File: src/rtl/alu_wb_buffer.sv
// rtl/alu_wb_buffer.sv - in-order ALU result buffer feeding register-file writeback
module alu_wb_buffer #(
  parameter int DATA_W = 32,
  parameter int REG_W  = 5,
  parameter int DEPTH  = 2,
  localparam int PTR_W = $clog2(DEPTH),
  localparam int CNT_W = $clog2(DEPTH + 1)
) (
  input  logic              clk,
  input  logic              rst,
  input  logic              flush,
  input  logic              in_valid,
  output logic              in_ready,
  input  logic [DATA_W-1:0] in_data,
  input  logic [REG_W-1:0]  in_rd,
  input  logic              in_we,
  output logic              out_valid,
  input  logic              out_ready,
  output logic [DATA_W-1:0] wb_data,
  output logic [REG_W-1:0]  wb_rd,
  output logic              wb_we,
  output logic              wb_zero,
  output logic              fwd_valid,
  output logic [REG_W-1:0]  fwd_rd,
  output logic [DATA_W-1:0] fwd_data,
  output logic [CNT_W-1:0]  occupancy
);

  logic [DATA_W-1:0] data_mem [DEPTH];
  logic [REG_W-1:0]  rd_mem   [DEPTH];
  logic              we_mem   [DEPTH];

  logic [PTR_W-1:0] rptr;
  logic [PTR_W-1:0] wptr;
  logic [PTR_W-1:0] nptr;
  logic [CNT_W-1:0] count;
  logic             alive;
  logic             push;
  logic             pop;

  // alive keeps in_ready low while rst is high and for the cycle it is released
  assign in_ready  = alive && (count != CNT_W'(DEPTH));
  assign out_valid = (count != '0);
  assign push      = in_valid && in_ready;
  assign pop       = out_valid && out_ready;
  assign nptr      = wptr - PTR_W'(1);

  always_ff @(posedge clk or posedge rst) begin
    if (rst) begin
      rptr  <= '0;
      wptr  <= '0;
      count <= '0;
      alive <= 1'b0;
      for (int i = 0; i < DEPTH; i++) begin
        data_mem[i] <= '0;
        rd_mem[i]   <= '0;
        we_mem[i]   <= 1'b0;
      end
    end else begin
      alive <= 1'b1;
      if (flush) begin
        rptr  <= '0;
        wptr  <= '0;
        count <= '0;
      end else begin
        if (push) begin
          data_mem[wptr] <= in_data;
          rd_mem[wptr]   <= in_rd;
          // register 0 is hardwired, so its writes are dropped at capture
          we_mem[wptr]   <= in_we && (in_rd != '0);
          wptr           <= wptr + PTR_W'(1);
        end
        if (pop) begin
          rptr <= rptr + PTR_W'(1);
        end
        if (push && !pop) begin
          count <= count + CNT_W'(1);
        end else if (pop && !push) begin
          count <= count - CNT_W'(1);
        end
      end
    end
  end

  always_comb begin
    wb_data = '0;
    wb_rd   = '0;
    wb_we   = 1'b0;
    if (out_valid) begin
      wb_data = data_mem[rptr];
      wb_rd   = rd_mem[rptr];
      wb_we   = we_mem[rptr];
    end
  end

  assign wb_zero = out_valid && (wb_data == '0);

  always_comb begin
    fwd_valid = out_valid && we_mem[nptr];
    fwd_rd    = '0;
    fwd_data  = '0;
    if (fwd_valid) begin
      fwd_rd   = rd_mem[nptr];
      fwd_data = data_mem[nptr];
    end
  end

  assign occupancy = count;

endmodule

File: config.mk
export PLATFORM = sky130hd
export DESIGN_NAME = alu_wb_buffer
export DESIGN_NICKNAME = d
export VERILOG_FILES = /design/src/rtl/alu_wb_buffer.sv
export SDC_FILE = /design/constraint.sdc
export NUM_CORES = 1
export LEC_CHECK = 0
export BUFFER_PORTS_ARGS = -buffer_cell sky130_fd_sc_hd__buf_2
export CORE_ASPECT_RATIO = 0.6
export CORE_UTILIZATION = 53
export DETAILED_ROUTE_END_ITERATION = 7
export GPL_TIMING_DRIVEN = 1
export PLACE_DENSITY = 0.77
export RECOVER_POWER = 50
export SLEW_MARGIN = 10
export SYNTH_ARGS = -nofsm -noshare
export SYNTH_HDL_FRONTEND = slang
export SYNTH_SLANG_ARGS = --single-unit
File: constraint.sdc
create_clock -name clk -period 3.14 [get_ports clk]
set_input_delay 0.628 -clock clk [delete_from_list [all_inputs] [get_ports clk]]
set_output_delay 0.628 -clock clk [all_outputs]
set_load 0.02 [all_outputs]
==> out/qor.json, run 1 <==
{
  "hold-path-cell-count": {"value": 2},
  "timing.critical_path.slowest_stage_cell": {"value": "dfrtp_4"},
  "dr.pass1.iters": {"value": 6},
  "synth_flop_cell": {"value": "dfrtp_1"},
  "share_clk_of_total_power": {"value": 26.9, "unit": "%"},
  "hold_path_class": {"value": "in -> reg"},
  "switchingPower": {"value": 1110, "unit": "uW"},
  "worst-path-stages": {"value": 6},
  "setup_viol_count_final": {"value": 0},
  "result_of_the_run": {"value": "finished with violations"},
  "die_height": {"value": 72.7, "unit": "um"},
  "fillerInstances": {"value": 636},
  "overflow": {"value": 0},
  "via_count": {"value": 3529},
  "p_seq_share": {"value": 46.3, "unit": "%"},
  "grt_start_max_net_pins": {"value": 50},
  "grt_first_pass_wirelength": {"value": 18300, "unit": "um"},
  "synth.avg_cell_area": {"value": 11.3, "unit": "um2"},
  "timing.final.max_slew_violations": {"value": 50},
  "cell_area_after_synthesis": {"value": 0.00442, "unit": "mm2"},
  "synthTopCellsByArea": {"value": "dfrtp_1 46%, mux2_2 18%, mux2i_1 17%"},
  "cts-root-to-sink-buffers": {"value": 2},
  "antenna_violations_before_repair": {"value": 0},
  "dpl.hpwl": {"value": 8230, "unit": "um"},
  "post-route-cell-area": {"value": 0.00545, "unit": "mm2"},
  "grt_pass1_vias": {"value": 3507},
  "max-vdd-ir-drop": {"value": 0.000367, "unit": "V"},
  "postSynth.asyncResetShare": {"value": 100, "unit": "%"},
  "cts_num_sinks": {"value": 81},
  "yosys-top-cells-count": {"value": "81 x dfrtp_1, 80 x nor2_1, 76 x mux2i_1"},
  "slew_at_the_pin_closest_to_its_max_slew_limit": {"value": 2.26, "unit": "ns"},
  "critical_path.n_buffers_inverters": {"value": 2},
  "cts.reportedPaths.clkPinSlew": {"value": 0.06, "unit": "ns"},
  "p_total": {"value": 3420, "unit": "uW"},
  "timing.final.hold_violations": {"value": 0},
  "power_leakage": {"value": 0.00254, "unit": "uW"},
  "worst_setup_path_start_kind": {"value": "flip-flop"},
  "relSlewSlack": {"value": -51.8, "unit": "%"},
  "grt_util_all_layers": {"value": 28.0, "unit": "%"},
  "post_cts_hold_buffer_count": {"value": 0},
  "clock_insertion_delay_worst_skew": {"value": 0.34, "unit": "ns"},
  "layout_worst_path_cycle_share": {"value": 96.4, "unit": "%"},
  "netlist_instances": {"value": 391},
  "netlist-cell-type-count": {"value": 39},
  "ys_ff_latch": {"value": 81},
  "layout-area-overhead-vs-synth": {"value": 23.4, "unit": "%"},
  "io-pin-count": {"value": 124},
  "cp.arrival": {"value": 2.40, "unit": "ns"},
  "dr.first_iter.drc_count": {"value": 226},
  "finalNetCount": {"value": 560},
  "cts_tree": {"value": "built"},
  "cp_cell_sequence": {"value": "clkbuf_4 > or4b_1 > o22ai_2 > nand3_1 > a2111oi_4 > buf_4"},
  "finalSetupTns": {"value": 0, "unit": "ns"},
  "antenna_cells_inserted": {"value": 0},
  "power.switching_fraction": {"value": 32.5, "unit": "%"},
  "portBuffers": {"value": 123},
  "die_outline_width": {"value": 120, "unit": "um"},
  "ys_seq_area_share": {"value": 45.9, "unit": "%"},
  "detailed_place.area": {"value": 0.00516, "unit": "mm2"},
  "critPathKind": {"value": "reg -> out"},
  "worst_ep_required_time": {"value": 2.51, "unit": "ns"},
  "synth_fp_nets": {"value": 434},
  "comb_power_share": {"value": 26.8, "unit": "%"},
  "cellPowerDensity": {"value": 629, "unit": "mW/mm2"},
  "netlist.area_leader.share": {"value": 45.9, "unit": "%"},
  "synth_enable_flop_cells": {"value": 0},
  "drt-vias-per-instance": {"value": 5.63},
  "timing.max_cap.violations": {"value": 1},
  "timing.critical_path.fanout_max": {"value": 10},
  "endpoint_kind": {"value": "primary output"},
  "routabilityCongestion": {"value": 0.814},
  "final_period_minus_worst_setup_slack": {"value": 3.03, "unit": "ns"},
  "wl_per_cell": {"value": 18.6, "unit": "um"},
  "floorplan.core_area": {"value": 0.00798, "unit": "mm2"},
  "intPower": {"value": 2310, "unit": "uW"},
  "clock-root-buffer": {"value": "clkbuf_16"},
  "worst_r2r_path_depth": {"value": 4},
  "fin_util": {"value": 68.3, "unit": "%"},
  "synth_largest_area_cell": {"value": "dfrtp_1"},
  "htree_levels": {"value": 3},
  "remaining_drc_errors": {"value": 0},
  "critical_path.max_stage_delay": {"value": 0.51, "unit": "ns"},
  "synthMostInstantiatedCell": {"value": "dfrtp_1"},
  "num_rows": {"value": 25},
  "path_delay_family": {"value": "simple AND/OR/NAND/NOR gates"},
  "failed_checks": {"value": "capacitance limit, slew limit"},
  "yosys_warnings": {"value": 0},
  "wl": {"value": 11600, "unit": "um"},
  "clock.fmax": {"value": 0.330, "unit": "GHz"},
  "rsz0062_at_grt": {"value": "no"},
  "clock_skew": {"value": 0.00452, "unit": "ns"},
  "floorplan.initialDensity": {"value": 55.4, "unit": "%"},
  "final_layout_size_suffix_gt1_share": {"value": 43.9, "unit": "%"},
  "cts_inserted_buffers": {"value": 9},
  "antenna_left": {"value": 0},
  "floorplan.die_area": {"value": 0.00871, "unit": "mm2"}
}
==> stage by stage <==
step,hold slack (ns),worst slack [ns],cells
after detailed placement,0.503,0.317,609
final,0.524,0.113,627
after global routing,0.521,0.0458,627
after floorplan,0.467,0.432,391
after global placement,0.497,0.396,609
after CTS,0.472,0.0246,622
==> repair_timing <==
item / CTS / global route
buffers inserted: 0 / 5
endpoints found under the setup margin: 1 / 1
resized for setup: 1 / 2
==> power by group through the flow <==
stage	logic, uW	registers [uW]	clock network (uW)
2_1_floorplan	685	1500	0
3_3_place_gp	880	1580	0
3_5_place_dp	902	1600	0
4_1_cts	908	1580	937
5_1_grt	995	1620	980
6_report	916	1590	923
==> layout make-up <==
class,instances,area (um2),area share (%)
inverter,4,16.3,0.299
multi-input combinational,280,2260,41.5
clock buffer,12,246,4.52
clock inverter,1,5.00,0.0918
tap,108,135,2.48
sequential,81,2030,37.3
timing repair buffer,141,754,13.8
==> layer usage <==
layer	vias up	share of wire [%]	global-route usage (%)
met5	-	0	0
met4	0	0.85	6.11
met3	16	8.3	8.59
met2	150	43	41.2
met1	1739	48	40.9
li1	1624	-	-
==> state kept, by name, summed over array words and instances (netlist names) <==
name and cells:
we_mem 2, rd_mem 10, rptr 1, alive 1, data_mem 64, wptr 1
occupancy 2
==> worst paths after layout <==
kind	start	to	slack [ns]
setup reg to reg	occupancy[0]	data_mem[4]	0.84
hold / removal	flush	occupancy[0]	0.52
setup / recovery	rptr	wb_zero	0.11
hold reg to reg	we_mem[0]	we_mem[0]	0.53
min in group asynchronous	rst	data_mem[42]	0.90
max in group asynchronous	rst	data_mem[52]	0.85
==> kinds of logic (layout without fill, tap and decap cells) <==
group,after synthesis,count (layout),share of synthesized area (%)
AO/OA/AOI/OAI,12,12,2.32
XOR/XNOR,2,2,0.397
buffers and inverters,30,158,3.37
flip-flops,81,81,45.9
multiplexers,151,151,36.3
other,1,1,0.0849
AND/OR/NAND/NOR,114,114,11.6
==> placed cells by master, fill, tap and decap left out, types with 5 or more instances in the layout <==
master and n:
nand2_1 5, nor2_1 79, buf_4 14, nand3_1 6, buf_2 120, dfrtp_1 79
clkbuf_1 5, mux2_2 71, mux2i_1 76, clkbuf_16 9
Note: power is estimated with default switching activity, not from simulation.
==> inputs of run 2 (changes only) <==
Settings changed: ABC_AREA set to 1.
==> run 2 against run 1 <==
The flow still finishes with violations (capacitance limit, slew limit); cell count grew 33%; worst hold slack lost 0.029 ns; clock-buffer cell count is the same; fmax grew 6.0%; utilization shrank 2.0 points; synthesized cell count grew 58%; via count grew 29%; combinational power grew to 2.6 times the previous value; critical endpoint is now fwd_rd[4]; largest cell class unchanged; largest power group is now combinational cells; highest routed layer unchanged.
==> out/qor.json, run 2 <==
{
  "synth_enable_flop_cells": {"value": 0, "change": "unchanged"},
  "die_height": {"value": 73.9, "unit": "um", "change": "+1.6%"},
  "num_rows": {"value": 25, "change": "unchanged"},
  "cp.arrival": {"value": 2.23, "unit": "ns", "change": "-0.17 ns"},
  "most_common_cell_after_layout_fill_and_taps_aside": {"value": "nand2_1"},
  "floorplan.core_area": {"value": 0.00810, "unit": "mm2", "change": "+1.6%"},
  "clock_insertion_delay_worst_skew": {"value": 0.34, "unit": "ns", "change": "about the same"},
  "finalNetCount": {"value": 765, "change": "+37%"},
  "synthTopCellsByArea": {"value": "dfrtp_1 44%, nand2_1 21%, o21ai_1 5.9%"},
  "overflow": {"value": 0, "change": "unchanged"},
  "timing.critical_path.fanout_max": {"value": 37, "change": "+27"},
  "ys_seq_area_share": {"value": 44.4, "unit": "%", "change": "-1.5 points"},
  "post-route-cell-area": {"value": 0.00537, "unit": "mm2", "change": "-1.4%"},
  "p_total": {"value": 5130, "unit": "uW", "change": "+50%"},
  "layoutNonFillerInstCount": {"value": 832, "change": "+33%"},
  "cts_tree": {"value": "built"},
  "dpl.hpwl": {"value": 8670, "unit": "um", "change": "+5.2%"},
  "timing.max_cap.violations": {"value": 1, "change": "unchanged"},
  "remaining_drc_errors": {"value": 0, "change": "unchanged"},
  "grt_first_pass_wirelength": {"value": 19900, "unit": "um", "change": "+8.9%"},
  "grt_use_met3": {"value": 8.93, "unit": "%", "change": "+0.33 points"},
  "netlist-cell-type-count": {"value": 25, "change": "-36%"},
  "critical_path.max_stage_delay": {"value": 0.72, "unit": "ns", "change": "+0.21 ns"},
  "cts.reportedPaths.clkPinSlew": {"value": 0.06, "unit": "ns", "change": "about the same"},
  "relSlewSlack": {"value": -58.2, "unit": "%", "change": "-6.4 points"},
  "worst_setup_path_start_kind": {"value": "flip-flop"},
  "cpMostUsedCell": {"value": "inv_2"},
  "routabilityCongestion": {"value": 0.832, "change": "+2.2%"},
  "wl_per_cell": {"value": 15.4, "unit": "um", "change": "-17%"},
  "synth.avg_cell_area": {"value": 7.40, "unit": "um2", "change": "-35%"},
  "detailed_place.area": {"value": 0.00515, "unit": "mm2", "change": "-0.27%"},
  "max_ffs_per_register": {"value": 64, "change": "unchanged"},
  "io-pin-count": {"value": 124, "change": "unchanged"},
  "gr-max-usage-layer": {"value": "met2"},
  "via_count": {"value": 4537, "change": "+29%"},
  "path_delay_family": {"value": "buffers and inverters"},
  "cts-resized-gates": {"value": 0, "change": "-1"},
  "post_cts_hold_buffer_count": {"value": 0, "change": "unchanged"},
  "power_leakage": {"value": 0.00281, "unit": "uW", "change": "+11%"},
  "netlist_instances": {"value": 617, "change": "+58%"},
  "finalSetupTns": {"value": 0, "unit": "ns", "change": "unchanged"},
  "fin_util": {"value": 66.3, "unit": "%", "change": "-2.0 points"},
  "post_cts_buffers": {"value": 0, "change": "unchanged"},
  "postSynth.asyncResetShare": {"value": 100, "unit": "%", "change": "unchanged"},
  "synth_largest_area_cell": {"value": "dfrtp_1"},
  "netlist.area_leader.share": {"value": 44.4, "unit": "%", "change": "-1.5 points"},
  "cts-root-to-sink-buffers": {"value": 2, "change": "unchanged"},
  "dr.first_iter.drc_count": {"value": 383, "change": "+69%"},
  "cellPowerDensity": {"value": 955, "unit": "mW/mm2", "change": "+52%"},
  "slew_at_the_pin_closest_to_its_max_slew_limit": {"value": 2.36, "unit": "ns", "change": "+0.0955 ns"},
  "ys_ff_latch": {"value": 81, "change": "unchanged"},
  "worst_ep_required_time": {"value": 2.51, "unit": "ns", "change": "about the same"},
  "cell_area_after_synthesis": {"value": 0.00456, "unit": "mm2", "change": "+3.3%"},
  "antenna_cells_inserted": {"value": 0, "change": "unchanged"},
  "grt_pass1_vias": {"value": 4035, "change": "+15%"},
  "fillerInstances": {"value": 722, "change": "+14%"},
  "portBuffers": {"value": 123, "change": "unchanged"},
  "cts_num_sinks": {"value": 81, "change": "unchanged"},
  "layout-area-overhead-vs-synth": {"value": 17.8, "unit": "%"},
  "hold_path_class": {"value": "reg -> reg"},
  "wl": {"value": 12800, "unit": "um", "change": "+10%"},
  "yosys_warnings": {"value": 0, "change": "unchanged"},
  "final_period_minus_worst_setup_slack": {"value": 2.85, "unit": "ns", "change": "-0.172 ns"},
  "critical_path.n_buffers_inverters": {"value": 3, "change": "+1"},
  "grt_util_met1": {"value": 41.9, "unit": "%", "change": "+0.97 points"},
  "timing.critical_path.slowest_stage_cell": {"value": "inv_2"},
  "cts_inserted_buffers": {"value": 9, "change": "unchanged"},
  "endpoint_kind": {"value": "primary output"},
  "final_cell_mix": {"value": "255 x nand2_1, 121 x buf_2, 81 x dfrtp_1, 46 x a21oi_1, 45 x o21ai_0"},
  "floorplan.die_area": {"value": 0.00900, "unit": "mm2", "change": "+3.2%"},
  "place.detailed.instances": {"value": 819, "change": "+34%"},
  "dr.pass1.iters": {"value": 5, "change": "-1"},
  "clock-root-buffer": {"value": "clkbuf_16"},
  "layout_worst_path_cycle_share": {"value": 90.9, "unit": "%", "change": "-5.5 points"},
  "reg_top3": {"value": "data_mem (64), rd_mem (10)"},
  "timing.final.max_slew_violations": {"value": 53, "change": "+6.0%"},
  "failed_checks": {"value": "capacitance limit, slew limit"},
  "setup_viol_count_final": {"value": 0, "change": "unchanged"},
  "final_layout_size_suffix_gt1_share": {"value": 26.1, "unit": "%", "change": "-18 points"},
  "timing.final.hold_violations": {"value": 0, "change": "unchanged"},
  "grt_util_all_layers": {"value": 29.6, "unit": "%", "change": "+1.5 points"},
  "rsz0062_at_grt": {"value": "no"},
  "global_route.usage.met2": {"value": 44.1, "unit": "%", "change": "+2.8 points"},
  "antenna_left": {"value": 0, "change": "unchanged"},
  "max-vdd-ir-drop": {"value": 0.000402, "unit": "V", "change": "+9.5%"},
  "critPathKind": {"value": "reg -> out"},
  "synth_fp_nets": {"value": 660, "change": "+52%"},
  "htree_levels": {"value": 3, "change": "unchanged"},
  "clock_skew": {"value": 0.00434, "unit": "ns", "change": "-0.000177 ns"},
  "synthMostInstantiatedCell": {"value": "nand2_1"},
  "synth_flop_cell": {"value": "dfrtp_1"},
  "yosys-top-cells-count": {"value": "254 x nand2_1, 81 x dfrtp_1, 54 x o21ai_1"},
  "die_outline_width": {"value": 122, "unit": "um", "change": "+1.6%"},
  "clock.fmax": {"value": 0.350, "unit": "GHz", "change": "+6.0%"},
  "cp_cell_sequence": {"value": "inv_2 > nor2_1 > nor3_4 > inv_2 > a21oi_1 > buf_2"},
  "floorplan.initialDensity": {"value": 56.3, "unit": "%", "change": "+0.95 points"},
  "drt-vias-per-instance": {"value": 5.45, "change": "-3.1%"},
  "result_of_the_run": {"value": "finished with violations"},
  "grt_start_max_net_pins": {"value": 59, "change": "+18%"},
  "antenna_violations_before_repair": {"value": 0, "change": "unchanged"},
  "registers.top_by_ff_count": {"value": "data_mem"}
}
[run 2: changes by cell type after synthesis, sizes merged, moves of 12 or more]
cell | before | now
mux2i | 76 | 0
o21ai | 2 | 84
inv | 4 | 47
nand2 | 5 | 255
nor2 | 81 | 24
a21oi | 1 | 75
clkbuf | 3 | 15
mux2 | 75 | 0
[run 2: final cells by class]
type                    instances  area [um2]  area share [%]
clock buffers                  12         246            4.59
repair buffers                134         694            12.9
inverters                      47         178            3.31
well taps                     108         135            2.51
multi-input cells             449        2090            38.9
clock inverters                 1        5.00          0.0931
flip-flops and latches         81        2030            37.7
[run 2: path summary, 6_finish.rpt]
kind / from / slack [ns] / cells past startpoint / endpoint
max: wptr / 0.29 / 6 / fwd_rd[4]
min: data_mem[30] / 0.49 / 2 / data_mem[30]
max reg2reg: wptr / 0.70 / 5 / data_mem[50]
min reg2reg: data_mem[30] / 0.49 / 2 / data_mem[30]
max in group asynchronous: rst / 0.58 / 3 / rd_mem[4]
min in group asynchronous: rst / 0.92 / 2 / data_mem[36]
[run 2: report_power, final]
group	total, uW	leakage, uW	internal [uW]	switching [uW]
Sequential	1820	0.00103	1460	363
Combinational	2380	0.00165	758	1620
Clock	935	0.000124	543	393
Total	5130	0.00281	2760	2370
[run 2: layer usage]
| layer | vias to the layer above | wire [um] |
|---|---|---|
| met2 | 236 | 5520 |
| li1 | 2159 | - |
| met4 | 0 | 96 |
| met1 | 2128 | 5870 |
| met5 | - | 0 |
| met3 | 14 | 1350 |
[run 2: cell families (layout without fill, tap and decap cells)]
kind of cell	count (synthesis)	after routing	synth area share [%]
other	1	1	0.0822
AND/OR/NAND/NOR	286	286	24.3
flip-flops	81	81	44.4
buffers and inverters	87	194	9.82
XOR/XNOR	1	1	0.192
AO/OA/AOI/OAI	161	161	21.2
[run 2: tightest hold or removal path, delay by kind of cell, from the launching register on]
kind	cells	cell delay, ns
AOI/OAI and AO/OA	1	0.05
DFF	1	0.34
and+or+nand+nor	1	0.07
[run 2: through the flow]
step | hold slack (ns) | setup WS (ns)
after detailed placement | 0.484 | 0.688
after global placement | 0.465 | 0.715
final | 0.495 | 0.286
after CTS | 0.483 | 0.319
after global routing | 0.532 | 0.136
after floorplan | 0.455 | 0.432
==> inputs of run 3 (changes only) <==
Settings changed: CORE_UTILIZATION 53 to 55, CTS_BUF_LIST set to sky130_fd_sc_hd__clkbuf_8, PLACE_DENSITY 0.77 to 0.79.
==> run 3 against run 2 <==
Critical endpoint is now fwd_data[30]; critical path type unchanged; critical path depth fell by 1; largest power group unchanged; global-route usage rose by 1.7 points; non-clock buffer count did not move; clock power fell by 12%; wire length rose by 0.63%; combinational power barely moved; design area fell by 1.8%; the run still ends with capacitance limit, slew limit left; setup slack improved by 0.013 ns; via count fell by 0.75%; sequential power barely moved; highest routed layer unchanged.
==> out/qor.json, run 3 (same netlist as run 2, synthesis figures left out) <==
{
  "slew_at_the_pin_closest_to_its_max_slew_limit": {"value": 1.98, "unit": "ns", "change": "-0.384 ns"},
  "wl_per_cell": {"value": 15.5, "unit": "um", "change": "+0.27%"},
  "num_rows": {"value": 25, "change": "unchanged"},
  "final_layout_size_suffix_gt1_share": {"value": 25.2, "unit": "%", "change": "-0.93 points"},
  "rsz0062_at_grt": {"value": "no"},
  "layout-area-overhead-vs-synth": {"value": 15.7, "unit": "%"},
  "clock-root-buffer": {"value": "clkbuf_8"},
  "relSlewSlack": {"value": -32.4, "unit": "%", "change": "+26 points"},
  "wl": {"value": 12900, "unit": "um", "change": "+0.63%"},
  "cp.arrival": {"value": 2.21, "unit": "ns", "change": "-0.02 ns"},
  "floorplan.die_area": {"value": 0.00868, "unit": "mm2", "change": "-3.6%"},
  "cpMostUsedCell": {"value": "nor2_1"},
  "timing.critical_path.fanout_max": {"value": 37, "change": "unchanged"},
  "timing.critical_path.slowest_stage_cell": {"value": "inv_2"},
  "cts.reportedPaths.clkPinSlew": {"value": 0.08, "unit": "ns", "change": "+0.02 ns"},
  "post_cts_hold_buffer_count": {"value": 0, "change": "unchanged"},
  "critical_path.max_stage_delay": {"value": 0.75, "unit": "ns", "change": "+0.03 ns"},
  "setup_viol_count_final": {"value": 0, "change": "unchanged"},
  "timing.final.hold_violations": {"value": 0, "change": "unchanged"},
  "placement.setup.worst_slack": {"value": 0.699, "unit": "ns", "change": "+0.0105 ns"},
  "finalNetCount": {"value": 765, "change": "unchanged"},
  "floorplan.initialDensity": {"value": 57.4, "unit": "%", "change": "+1.1 points"},
  "routabilityCongestion": {"value": 0.850, "change": "+2.2%"},
  "finalSetupTns": {"value": 0, "unit": "ns", "change": "unchanged"},
  "worst_ep_required_time": {"value": 2.51, "unit": "ns", "change": "about the same"},
  "htree_levels": {"value": 3, "change": "unchanged"},
  "drt-vias-per-instance": {"value": 5.39, "change": "-1.1%"},
  "max-vdd-ir-drop": {"value": 0.000362, "unit": "V", "change": "-9.9%"},
  "post_cts_buffers": {"value": 0, "change": "unchanged"},
  "floorplan.core_area": {"value": 0.00795, "unit": "mm2", "change": "-1.9%"},
  "most_common_cell_after_layout_fill_and_taps_aside": {"value": "nand2_1"},
  "hold_path_class": {"value": "reg -> reg"},
  "clock_skew": {"value": 0.0100, "unit": "ns", "change": "+0.00569 ns"},
  "timing.final.max_slew_violations": {"value": 45, "change": "-15%"},
  "cellPowerDensity": {"value": 945, "unit": "mW/mm2", "change": "-1.1%"},
  "cts_inserted_buffers": {"value": 9, "change": "unchanged"},
  "antenna_violations_before_repair": {"value": 0, "change": "unchanged"},
  "grt_util_all_layers": {"value": 31.2, "unit": "%", "change": "+1.7 points"},
  "max_ffs_per_register": {"value": 64, "change": "unchanged"},
  "clock_insertion_delay_worst_skew": {"value": 0.36, "unit": "ns", "change": "+0.02 ns"},
  "die_outline_width": {"value": 120, "unit": "um", "change": "-1.8%"},
  "result_of_the_run": {"value": "finished with violations"},
  "overflow": {"value": 0, "change": "unchanged"},
  "critPathKind": {"value": "reg -> out"},
  "cp_cell_sequence": {"value": "nor2_1 > nor3_4 > inv_2 > nor2_1 > buf_2"},
  "dpl.hpwl": {"value": 8660, "unit": "um", "change": "about the same"},
  "grt_start_max_net_pins": {"value": 65, "change": "+10%"},
  "cts_tree": {"value": "built"},
  "dr.first_iter.drc_count": {"value": 418, "change": "+9.1%"},
  "via_count": {"value": 4503, "change": "-0.75%"},
  "failed_checks": {"value": "capacitance limit, slew limit"},
  "remaining_drc_errors": {"value": 0, "change": "unchanged"},
  "final_period_minus_worst_setup_slack": {"value": 2.84, "unit": "ns", "change": "-0.0133 ns"},
  "cts_num_sinks": {"value": 81, "change": "unchanged"},
  "antenna_cells_inserted": {"value": 0, "change": "unchanged"},
  "grt_pass1_vias": {"value": 4211, "change": "+4.4%"},
  "critical_path.n_buffers_inverters": {"value": 2, "change": "-1"},
  "cts-root-to-sink-buffers": {"value": 2, "change": "unchanged"},
  "worst_setup_path_start_kind": {"value": "flip-flop"},
  "reg_top3": {"value": "data_mem (64), rd_mem (10)"},
  "final_cell_mix": {"value": "255 x nand2_1, 121 x buf_2, 81 x dfrtp_1, 48 x o21ai_0, 46 x a21oi_1"},
  "path_delay_family": {"value": "buffers and inverters"},
  "dr.pass1.iters": {"value": 6, "change": "+1"},
  "clock.fmax": {"value": 0.352, "unit": "GHz", "change": "+0.47%"},
  "die_height": {"value": 72.6, "unit": "um", "change": "-1.8%"},
  "endpoint_kind": {"value": "primary output"},
  "timing.max_cap.violations": {"value": 1, "change": "unchanged"},
  "power_leakage": {"value": 0.00277, "unit": "uW", "change": "-1.4%"},
  "grt_first_pass_wirelength": {"value": 20500, "unit": "um", "change": "+2.7%"},
  "registers.top_by_ff_count": {"value": "data_mem"},
  "cts-resized-gates": {"value": 0, "change": "unchanged"},
  "timing.final.ws_setup": {"value": 0.299, "unit": "ns", "change": "+0.0133 ns"},
  "antenna_left": {"value": 0, "change": "unchanged"},
  "portBuffers": {"value": 123, "change": "unchanged"},
  "io-pin-count": {"value": 124, "change": "unchanged"},
  "layout_worst_path_cycle_share": {"value": 90.5, "unit": "%", "change": "-0.43 points"}
}
## run 3: cell types whose count changed in the layout (fill, tap and decap cells not counted), moves of 3 or more
cell,previous run,this run
o21ai_1,29,36
clkbuf_16,9,0
o21ai_2,10,0
clkbuf_1,7,3
o21ai_0,45,48
clkbuf_8,1,9
## run 3: power by group
part	internal [uW]	switching [uW]	leakage (uW)
Sequential	1460	353	0.00103
Combinational	741	1610	0.00163
Clock	441	385	0.000108
## run 3: worst paths after layout
kind / end / slack, ns / from / cells after the start
min reg2reg: data_mem[30] / 0.49 / data_mem[30] / 2
min in group asynchronous: data_mem[4] / 0.76 / rst / 2
min: data_mem[30] / 0.49 / data_mem[30] / 2
max: fwd_data[30] / 0.30 / wptr / 5
max in group asynchronous: data_mem[17] / 0.85 / rst / 3
max reg2reg: rd_mem[1] / 0.38 / wptr / 4
## run 3: through the flow
step                      total power [uW]  util (%)  area (um2)  cells  hold slack, ns
after global placement                4120      64.8        5150    819           0.467
after detailed placement              4190      64.8        5150    819           0.470
after global routing                  5350      66.4        5280    835           0.502
final                                 4990      66.4        5280    835           0.486
after floorplan                       3520         -        4560    617           0.455
after CTS                             5040      67.4        5360    835           0.393
## run 3: metal layers
metal | GRT usage, % | vias up | routed length [um]
met3 | 9.20 | 20 | 1270
met2 | 46.0 | 237 | 5450
li1 | - | 2164 | -
met4 | 11.4 | 0 | 197
met1 | 44.0 | 2082 | 6000
met5 | 0 | - | 0
## run 3: cell type report
cell class | instances | area (um2)
Clock inverter | 7 | 87.6
Sequential cell | 81 | 2030
Multi-Input combinational cell | 449 | 2040
Clock buffer | 9 | 124
Tap cell | 108 | 135
Timing Repair Buffer | 134 | 687
Fill cell | 731 | 2670
Inverter | 47 | 178
## run 3: worst min-delay path, delay by kind of cell, from the launching register on
kind | cells | cell delay, ns
flip-flops | 1 | 0.35
AND/OR/NAND/NOR | 1 | 0.05
AO/OA/AOI/OAI | 1 | 0.05
